## src/rtl/bcd_pkg.sv

```systemverilog
// bcd_pkg -- shared definitions for the serial BCD adder.
//   bcd_state_e   : controller states (IDLE, RUN, DONE)
//   DIGIT_W       : bits per BCD digit
//   BCD_MAX_DIGIT : largest legal BCD digit value
package bcd_pkg;

  localparam int DIGIT_W = 4;
  localparam logic [DIGIT_W-1:0] BCD_MAX_DIGIT = 4'd9;

  typedef enum logic [1:0] {
    IDLE = 2'd0,
    RUN  = 2'd1,
    DONE = 2'd2
  } bcd_state_e;

endpackage

```

## src/rtl/bcd_digit_adder.sv

```systemverilog
// bcd_digit_adder -- combinational single-digit BCD adder with decimal correction.
// Ports:
//   a, b  : 4-bit digit operands (a digit above 9 is not trapped here)
//   cin   : carry in
//   s     : 4-bit corrected digit result
//   cout  : decimal carry out (binary sum exceeded 9)
module bcd_digit_adder
  import bcd_pkg::*;
(
  input  logic [DIGIT_W-1:0] a,
  input  logic [DIGIT_W-1:0] b,
  input  logic               cin,
  output logic [DIGIT_W-1:0] s,
  output logic               cout
);

  logic [DIGIT_W:0] raw;

  always_comb begin
    raw  = {1'b0, a} + {1'b0, b} + {{DIGIT_W{1'b0}}, cin};
    cout = (raw > {1'b0, BCD_MAX_DIGIT});
    // Subtracting 10 and adding 6 agree modulo 16, so the low nibble plus 6 is the corrected digit.
    s    = cout ? (raw[DIGIT_W-1:0] + DIGIT_W'(6)) : raw[DIGIT_W-1:0];
  end

endmodule

```

## src/rtl/bcd_serial_adder.sv

```systemverilog
// bcd_serial_adder -- digit-serial BCD add/subtract, one digit per clock, LSD first.
// Subtraction is A + nines-complement(B) + 1; the final carry is inverted into a borrow.
// Ports:
//   clk, rst              : clock, synchronous active-high reset
//   in_valid / in_ready   : operation handshake (A, B, sub captured on acceptance)
//   A, B                  : packed BCD operands, digit 0 in bits [3:0]
//   sub                   : 0 = A+B, 1 = A-B
//   out_valid / out_ready : result handshake; result held until out_ready
//   out_sum               : packed BCD result
//   out_carry             : carry-out on add, borrow (A<B) on sub
//   out_err               : an operand digit exceeded 9
// Optional feature: define BCD_INVALID_CHECK_EN to trap illegal operand digits at capture;
// without it out_err is constant 0 and illegal digits pass through the digit arithmetic.
module bcd_serial_adder
  import bcd_pkg::*;
#(
  parameter int DIGITS = 4
) (
  input  logic                  clk,
  input  logic                  rst,
  input  logic                  in_valid,
  output logic                  in_ready,
  input  logic [4*DIGITS-1:0]   A,
  input  logic [4*DIGITS-1:0]   B,
  input  logic                  sub,
  output logic                  out_valid,
  input  logic                  out_ready,
  output logic [4*DIGITS-1:0]   out_sum,
  output logic                  out_carry,
  output logic                  out_err
);

  localparam int W     = DIGIT_W * DIGITS;
  localparam int IDX_W = (DIGITS > 1) ? $clog2(DIGITS) : 1;
  localparam logic [IDX_W-1:0] LAST_IDX = IDX_W'(DIGITS - 1);

  bcd_state_e         state, state_nx;
  logic [W-1:0]       a_q, b_q, sum_q;
  logic               sub_q, carry_q, out_valid_q;
  logic [IDX_W-1:0]   idx;
  logic               accept, in_bad, err_q;

  logic [DIGIT_W-1:0] dig_b, dig_s;
  logic               dig_cout;

  assign in_ready = (state == IDLE);
  assign accept   = in_valid && in_ready;

  // Operands shift right each RUN cycle, so the current digit is always the low nibble.
  assign dig_b = sub_q ? (BCD_MAX_DIGIT - b_q[DIGIT_W-1:0]) : b_q[DIGIT_W-1:0];

  bcd_digit_adder u_digit (
    .a    (a_q[DIGIT_W-1:0]),
    .b    (dig_b),
    .cin  (carry_q),
    .s    (dig_s),
    .cout (dig_cout)
  );

`ifdef BCD_INVALID_CHECK_EN
  always_comb begin
    in_bad = 1'b0;
    for (int i = 0; i < DIGITS; i++) begin
      if ((A[i*DIGIT_W +: DIGIT_W] > BCD_MAX_DIGIT) || (B[i*DIGIT_W +: DIGIT_W] > BCD_MAX_DIGIT))
        in_bad = 1'b1;
    end
  end

  always_ff @(posedge clk) begin
    if (rst)         err_q <= 1'b0;
    else if (accept) err_q <= in_bad;
  end

  assign out_err = out_valid_q & err_q;
`else
  assign in_bad  = 1'b0;
  assign err_q   = 1'b0;
  assign out_err = 1'b0;
`endif

  // NOTE: every variable gets a default before the case so no path leaves it unassigned (no latch).
  always_comb begin
    state_nx = state;
    case (state)
      IDLE:    if (accept) state_nx = in_bad ? DONE : RUN;
      RUN:     if (idx == LAST_IDX) state_nx = DONE;
      DONE:    if (out_valid_q && out_ready) state_nx = IDLE;
      default: state_nx = IDLE;
    endcase
  end

  // NOTE: non-blocking assignments here so every register samples pre-edge values.
  always_ff @(posedge clk) begin
    if (rst) begin
      // NOTE: the datapath is reset too (it is only a few registers), so an aborted operation leaves nothing behind.
      state       <= IDLE;
      a_q         <= '0;
      b_q         <= '0;
      sum_q       <= '0;
      sub_q       <= 1'b0;
      carry_q     <= 1'b0;
      idx         <= '0;
      out_valid_q <= 1'b0;
    end else begin
      state <= state_nx;

      if (accept) begin
        a_q     <= A;
        b_q     <= B;
        sub_q   <= sub;
        carry_q <= sub;   // +1 that completes the tens complement on subtract
        sum_q   <= '0;
        idx     <= '0;
      end else if (state == RUN) begin
        a_q     <= a_q >> DIGIT_W;
        b_q     <= b_q >> DIGIT_W;
        sum_q   <= (sum_q >> DIGIT_W) | (W'(dig_s) << (W - DIGIT_W));
        carry_q <= dig_cout;
        idx     <= idx + 1'b1;
      end

      // The first DONE cycle publishes the result; out_valid then holds until consumed.
      if (state == DONE && !out_valid_q)
        out_valid_q <= 1'b1;
      else if (out_valid_q && out_ready)
        out_valid_q <= 1'b0;
    end
  end

  assign out_valid = out_valid_q;
  assign out_sum   = (out_valid_q && !err_q) ? sum_q : '0;
  assign out_carry = out_valid_q & ~err_q & (carry_q ^ sub_q);

endmodule

```

## config.mk

```make
export PLATFORM = sky130hd
export DESIGN_NAME = bcd_serial_adder
export DESIGN_NICKNAME = d
export VERILOG_FILES = /design/src/rtl/bcd_pkg.sv /design/src/rtl/bcd_digit_adder.sv /design/src/rtl/bcd_serial_adder.sv
export SDC_FILE = /design/constraint.sdc
export NUM_CORES = 1
export LEC_CHECK = 0
export BUFFER_PORTS_ARGS = -buffer_cell sky130_fd_sc_hd__clkbuf_2
export CAP_MARGIN = 20
export CORE_ASPECT_RATIO = 0.6
export CORE_UTILIZATION = 30
export CTS_BUF_LIST = sky130_fd_sc_hd__clkbuf_2 sky130_fd_sc_hd__clkbuf_4 sky130_fd_sc_hd__clkbuf_8
export DETAILED_ROUTE_END_ITERATION = 8
export SLEW_MARGIN = 5
export SYNTH_ARGS = -nofsm -noshare
export SYNTH_HDL_FRONTEND = slang
export SYNTH_SLANG_ARGS = --single-unit
```

## constraint.sdc

```tcl
create_clock -name clk -period 6.8 [get_ports clk]
set_clock_uncertainty 0.05 [all_clocks]
set_input_delay 1.7 -clock clk [delete_from_list [all_inputs] [get_ports clk]]
set_output_delay 1.7 -clock clk [all_outputs]
set_load 0.05 [all_outputs]
```

======== Yosys cells after proc, flatten, opt, wreduce, memory -nomap -nowiden ========
Index checks and enable logic that the tools add are counted.
storage, ports and cells
  register bits ........................... 55
  input bits .............................. 37
  word-level logic and storage cells ...... 47
cells by class
  add/subtract/negate cells ............... 5
  magnitude comparators ................... 1
  equality and inequality tests ........... 6
  mux-type cells .......................... 15
  bitwise logic cells ..................... 3
  reductions and logical operators ........ 9
operators with widths
  operator             number
  $mux 16              5
  $or 12x16->16        1
  $mux 4               2
  $mux 2               3
  $pmux 2 s3           1
  $add 4x4->5          1
  $add 5x1->5          1
  $gt 5x4->1 const B   1
  $add 4x3->4 const B  1
  $eq 2x2->1 const B   2
  $mux 1               4
  $ne 2x1->1 const B   2
  $reduce_bool 2->1    2
  $sub 4x4->4 const A  1
  $logic_and 1x1->1    3
  $reduce_and 3->1     1
  $add 2x1->2 const B  1
  $eq 2x1->1 const B   1
  $logic_not 2->1      1
  $ne 2x2->1 const B   1
  $reduce_or 2->1      1
  $and 1x1->1          1
  $logic_not 1->1      1
  $xor 1x1->1          1

======== Logic depth before layout (Yosys ltp) ========
  depth in word-level cells ............... 7
  mapped depth ............................ 13
  gate-level depth less buffers ........... 13

======== Modules after synthesis ========
A second synthesis with hierarchy kept.
unflattened totals
  cells, all modules ...................... 306
  area total of the unflattened synthesis .. 2,595.0 um2
modules (own cells, without submodules)
  module            instances  cells each  area each (um2)
  bcd_serial_adder  1          284         2,383.5
  bcd_digit_adder   1          22          211.5

======== Worst setup path before layout ========
OpenSTA, ideal clock, no wires.
  path type ............................... register to output
  from .................................... register out_valid_q, in the netlist out_valid
  to ...................................... output port out_sum[10]
  arrival ................................. 1.544 ns
  required time ........................... 5.050 ns
  slack ................................... 3.506 ns
  stages on the path, launching flop included .. 4
  buffers on the path ..................... 2
  cells stage by stage .................... dfxtp_1 clkbuf_1 clkbuf_1 and2_1
between the ends
  cells in the longest elaborated chain, start to end .. 1
RTL lines
  what                    RTL line                 text
  start, declared         bcd_serial_adder.sv:39   logic sub_q, carry_q, out_valid_q;
  start signal, assigned  bcd_serial_adder.sv:103  out_valid_q <= 1'b0;
  start signal, assigned  bcd_serial_adder.sv:124  out_valid_q <= 1'b1;
  start signal, assigned  bcd_serial_adder.sv:126  out_valid_q <= 1'b0;
  $mux 16                 bcd_serial_adder.sv:131  assign out_sum = (out_valid_q && !err_q) ? sum_q : '0;
  end, declared           bcd_serial_adder.sv:28   output logic [4*DIGITS-1:0] out_sum,
Every way passes these cells.

======== Worst setup path in the final report ========
  from .................................... register out_valid_q, in the netlist out_valid
  to ...................................... output port out_sum[3]
Same word-level chain as after synthesis.

==> results.json <==
{
  "clkSlewWorstSetupHoldPaths_ns": 0.09,
  "grt_overflow": 0,
  "floorplan.io_pins": 57,
  "ys.flop_type": "dfxtp_1",
  "relSlewSlack_pct": 34.19,
  "ant_nets": 0,
  "hold_path_class": "reg -> reg",
  "synth_fp_nets": 356,
  "drtIter0Drc": 127,
  "die_h_um": 73.59,
  "numPortBuffers": 55,
  "grt_pass1_vias": 2145,
  "min_period_ns": 3.195,
  "ys_seq_area_share_pct": 42.97,
  "reg2reg_depth": 13,
  "row_count": 25,
  "finalMaxSlewViolations": 0,
  "finalNonFillerCells": 462,
  "fmax_mhz": 313.0,
  "synthTopCellsByArea": "dfxtp_1 (43%), a21oi_1 (11%), nand2_1 (9.4%)",
  "dp_worst_setup_slack_ns": 3.419,
  "syn_inst": 310,
  "crit_path_top_delay_cell": "dfxtp_1",
  "place_inst": 454,
  "layout_commonest_cell": "nand2_1",
  "grt_max_degree": 43,
  "avgSynthCellArea_um2": 8.266,
  "power_density_mw_per_mm2": 225.6,
  "cp_num_cells": 2,
  "drt_wl_total_um": 6102,
  "hpwl_um": 4248,
  "clock-sinks": 55,
  "crit_path_cell_trace": "and2_1 > clkbuf_2",
  "post_cts_resized": 0,
  "die_w_um": 121.3,
  "fin_util_pct": 37.04,
  "fillers": 857,
  "syn-cell-area_mm2": 0.002562,
  "p_leak_nw": 1.196,
  "holdWs_ns": 0.4085,
  "rsz0062_at_grt": "no",
  "cp.required_ns": 5.05,
  "cp_max_fo": 20,
  "clkLatencyLatePin_ns": 0.31,
  "cts_buffer_depth": 2,
  "slowest_delay_ns": 0.64,
  "layout-drive-gt1-share_pct": 21.75,
  "drc": 0,
  "grt_usage_pct": 14.59,
  "maxCapViolCount": 0,
  "netlist.area_leader.share_pct": 42.97,
  "worstMarginPinSlew_ns": 0.9871,
  "cts_tree": "built",
  "cp.buffers_inverters": 1,
  "seqCellArea_mm2": 0.001101,
  "coreArea_mm2": 0.008070,
  "start_kind": "flip-flop",
  "ys_ff_latch": 55,
  "fin_setup_tns_ns": 0,
  "cts_root_buf": "clkbuf_8",
  "async_flop_share_pct": 0,
  "synth.distinct_cells": 37,
  "grt_pass1_wl_um": 10210,
  "post-cts-setup-buffers": 0,
  "h-tree-depth": 2,
  "wire_per_inst_um": 13.21,
  "antenna_found_initial": 0,
  "cts_buffers": 5,
  "yosysWarnings": 0,
  "crit_family": "flip-flops",
  "diodes": 0,
  "area_growth_pct": 16.65,
  "vias": 2240,
  "routed_via_density": 4.848,
  "status": "complete, no violations",
  "start_util_pct": 31.75,
  "die_area_mm2": 0.008928,
  "gp_congestion": 0.7736,
  "setup_viol": 0,
  "path_class": "reg -> out",
  "synth_edf_count": 0,
  "setup_slack_ns": 3.605,
  "synth_largest_area_cell": "dfxtp_1",
  "mostFrequentLayoutCells": "nand2_1 (64), a21oi_1 (56), dfxtp_1 (55), clkbuf_2 (55), a22oi_1 (24)",
  "ctsHoldBuffers": 0,
  "hold_violations": 0,
  "ir_worst_vdd_uv": 80.16,
  "period_share_pct": 46.98,
  "multi_input_area_mm2": 0.001334,
  "final_nets": 399,
  "cp.arrival_ns": 1.44,
  "drt_first_pass_iters": 4,
  "end_kind": "output pin",
  "holdPathStages": 2
}
[metal layers]
layer / global-route usage [%] / vias to the layer above / part of all wire, %
met5: 0 / - / 0
met4: 4.527 / 0 / 0.74
met3: 3.183 / 7 / 4.6
met2: 21.53 / 52 / 42
met1: 21.04 / 1041 / 53
li1: - / 1140 / -
[logic make-up (layout without fill, tap and decap cells)]
| logic type | count (synthesis) | after routing | share of synthesized area (%) |
|---|---|---|---|
| mux | 3 | 3 | 1.221 |
| xor+xnor | 5 | 5 | 1.709 |
| flops | 55 | 55 | 42.97 |
| other cells | 1 | 1 | 0.1463 |
| fa+ha+maj | 9 | 9 | 4.980 |
| buf+inv | 29 | 73 | 5.273 |
| simple gates | 118 | 118 | 22.22 |
| compound gates | 90 | 90 | 21.48 |
[path summary, 6_finish.rpt]
check             from         end  slack [ns]
min reg2reg    a_q[10]     a_q[10]        0.41
max          out_valid  out_sum[3]        3.61
min            a_q[10]     a_q[10]        0.41
max reg2reg     b_q[1]     carry_q        3.95
[worst reg2reg max path, stage by stage (launching register included)]
cell and delay (ns):
dfxtp_1 0.43, inv_1 0.07, ha_1 0.28, nand2_1 0.06, o21ai_0 0.09, ha_1 0.36, xor2_1 0.29, inv_1 0.14
ha_1 0.20, and2b_2 0.20, o32ai_2 0.16, nor3b_4 0.09, o21ai_0 0.19, a21oi_1 0.09
[cell usage after synthesis (2+ instances only)]
cell,count
dfxtp_1,55
a21oi_1,56
nand3b_1,3
inv_1,8
mux2i_1,2
buf_4,4
xor2_1,2
nor2_1,9
nand2_1,64
nor2_2,2
nand2b_1,5
xnor2_1,3
o21ai_0,2
ha_1,7
nor3_1,3
clkbuf_1,7
nand3_1,9
fa_1,2
a211oi_1,2
a22oi_1,24
buf_2,9
and2_1,17
[power breakdown]
part           internal [mW]  switching, mW
Sequential             0.340         0.0122
Combinational         0.0509         0.0770
Clock                 0.0877          0.106
Total                  0.479          0.196
[sequential cells by signal (all words and copies together), names as in the netlist]
name and cells:
a_q 16, b_q 16, sum_q 16, idx 2, state 2, carry_q 1
out_valid 1, sub_q 1
[per-stage QoR]
stage | power [mW] | area (um2)
floorplan | 0.4537 | 2562
global placement | 0.4843 | 2890
detailed placement | 0.4878 | 2890
CTS | 0.6819 | 2989
global route | 0.7111 | 2989
finish | 0.6742 | 2989
[final cells by class]
cell class	count	area share [%]
Clock inverter	1	0.2930
Inverter	8	1.005
Clock buffer	7	3.014
Tap cell	108	4.521
Sequential cell	55	36.84
Timing Repair Buffer	57	9.711
Multi-Input combinational cell	226	44.62
Power figures use the tool's default switching activity.
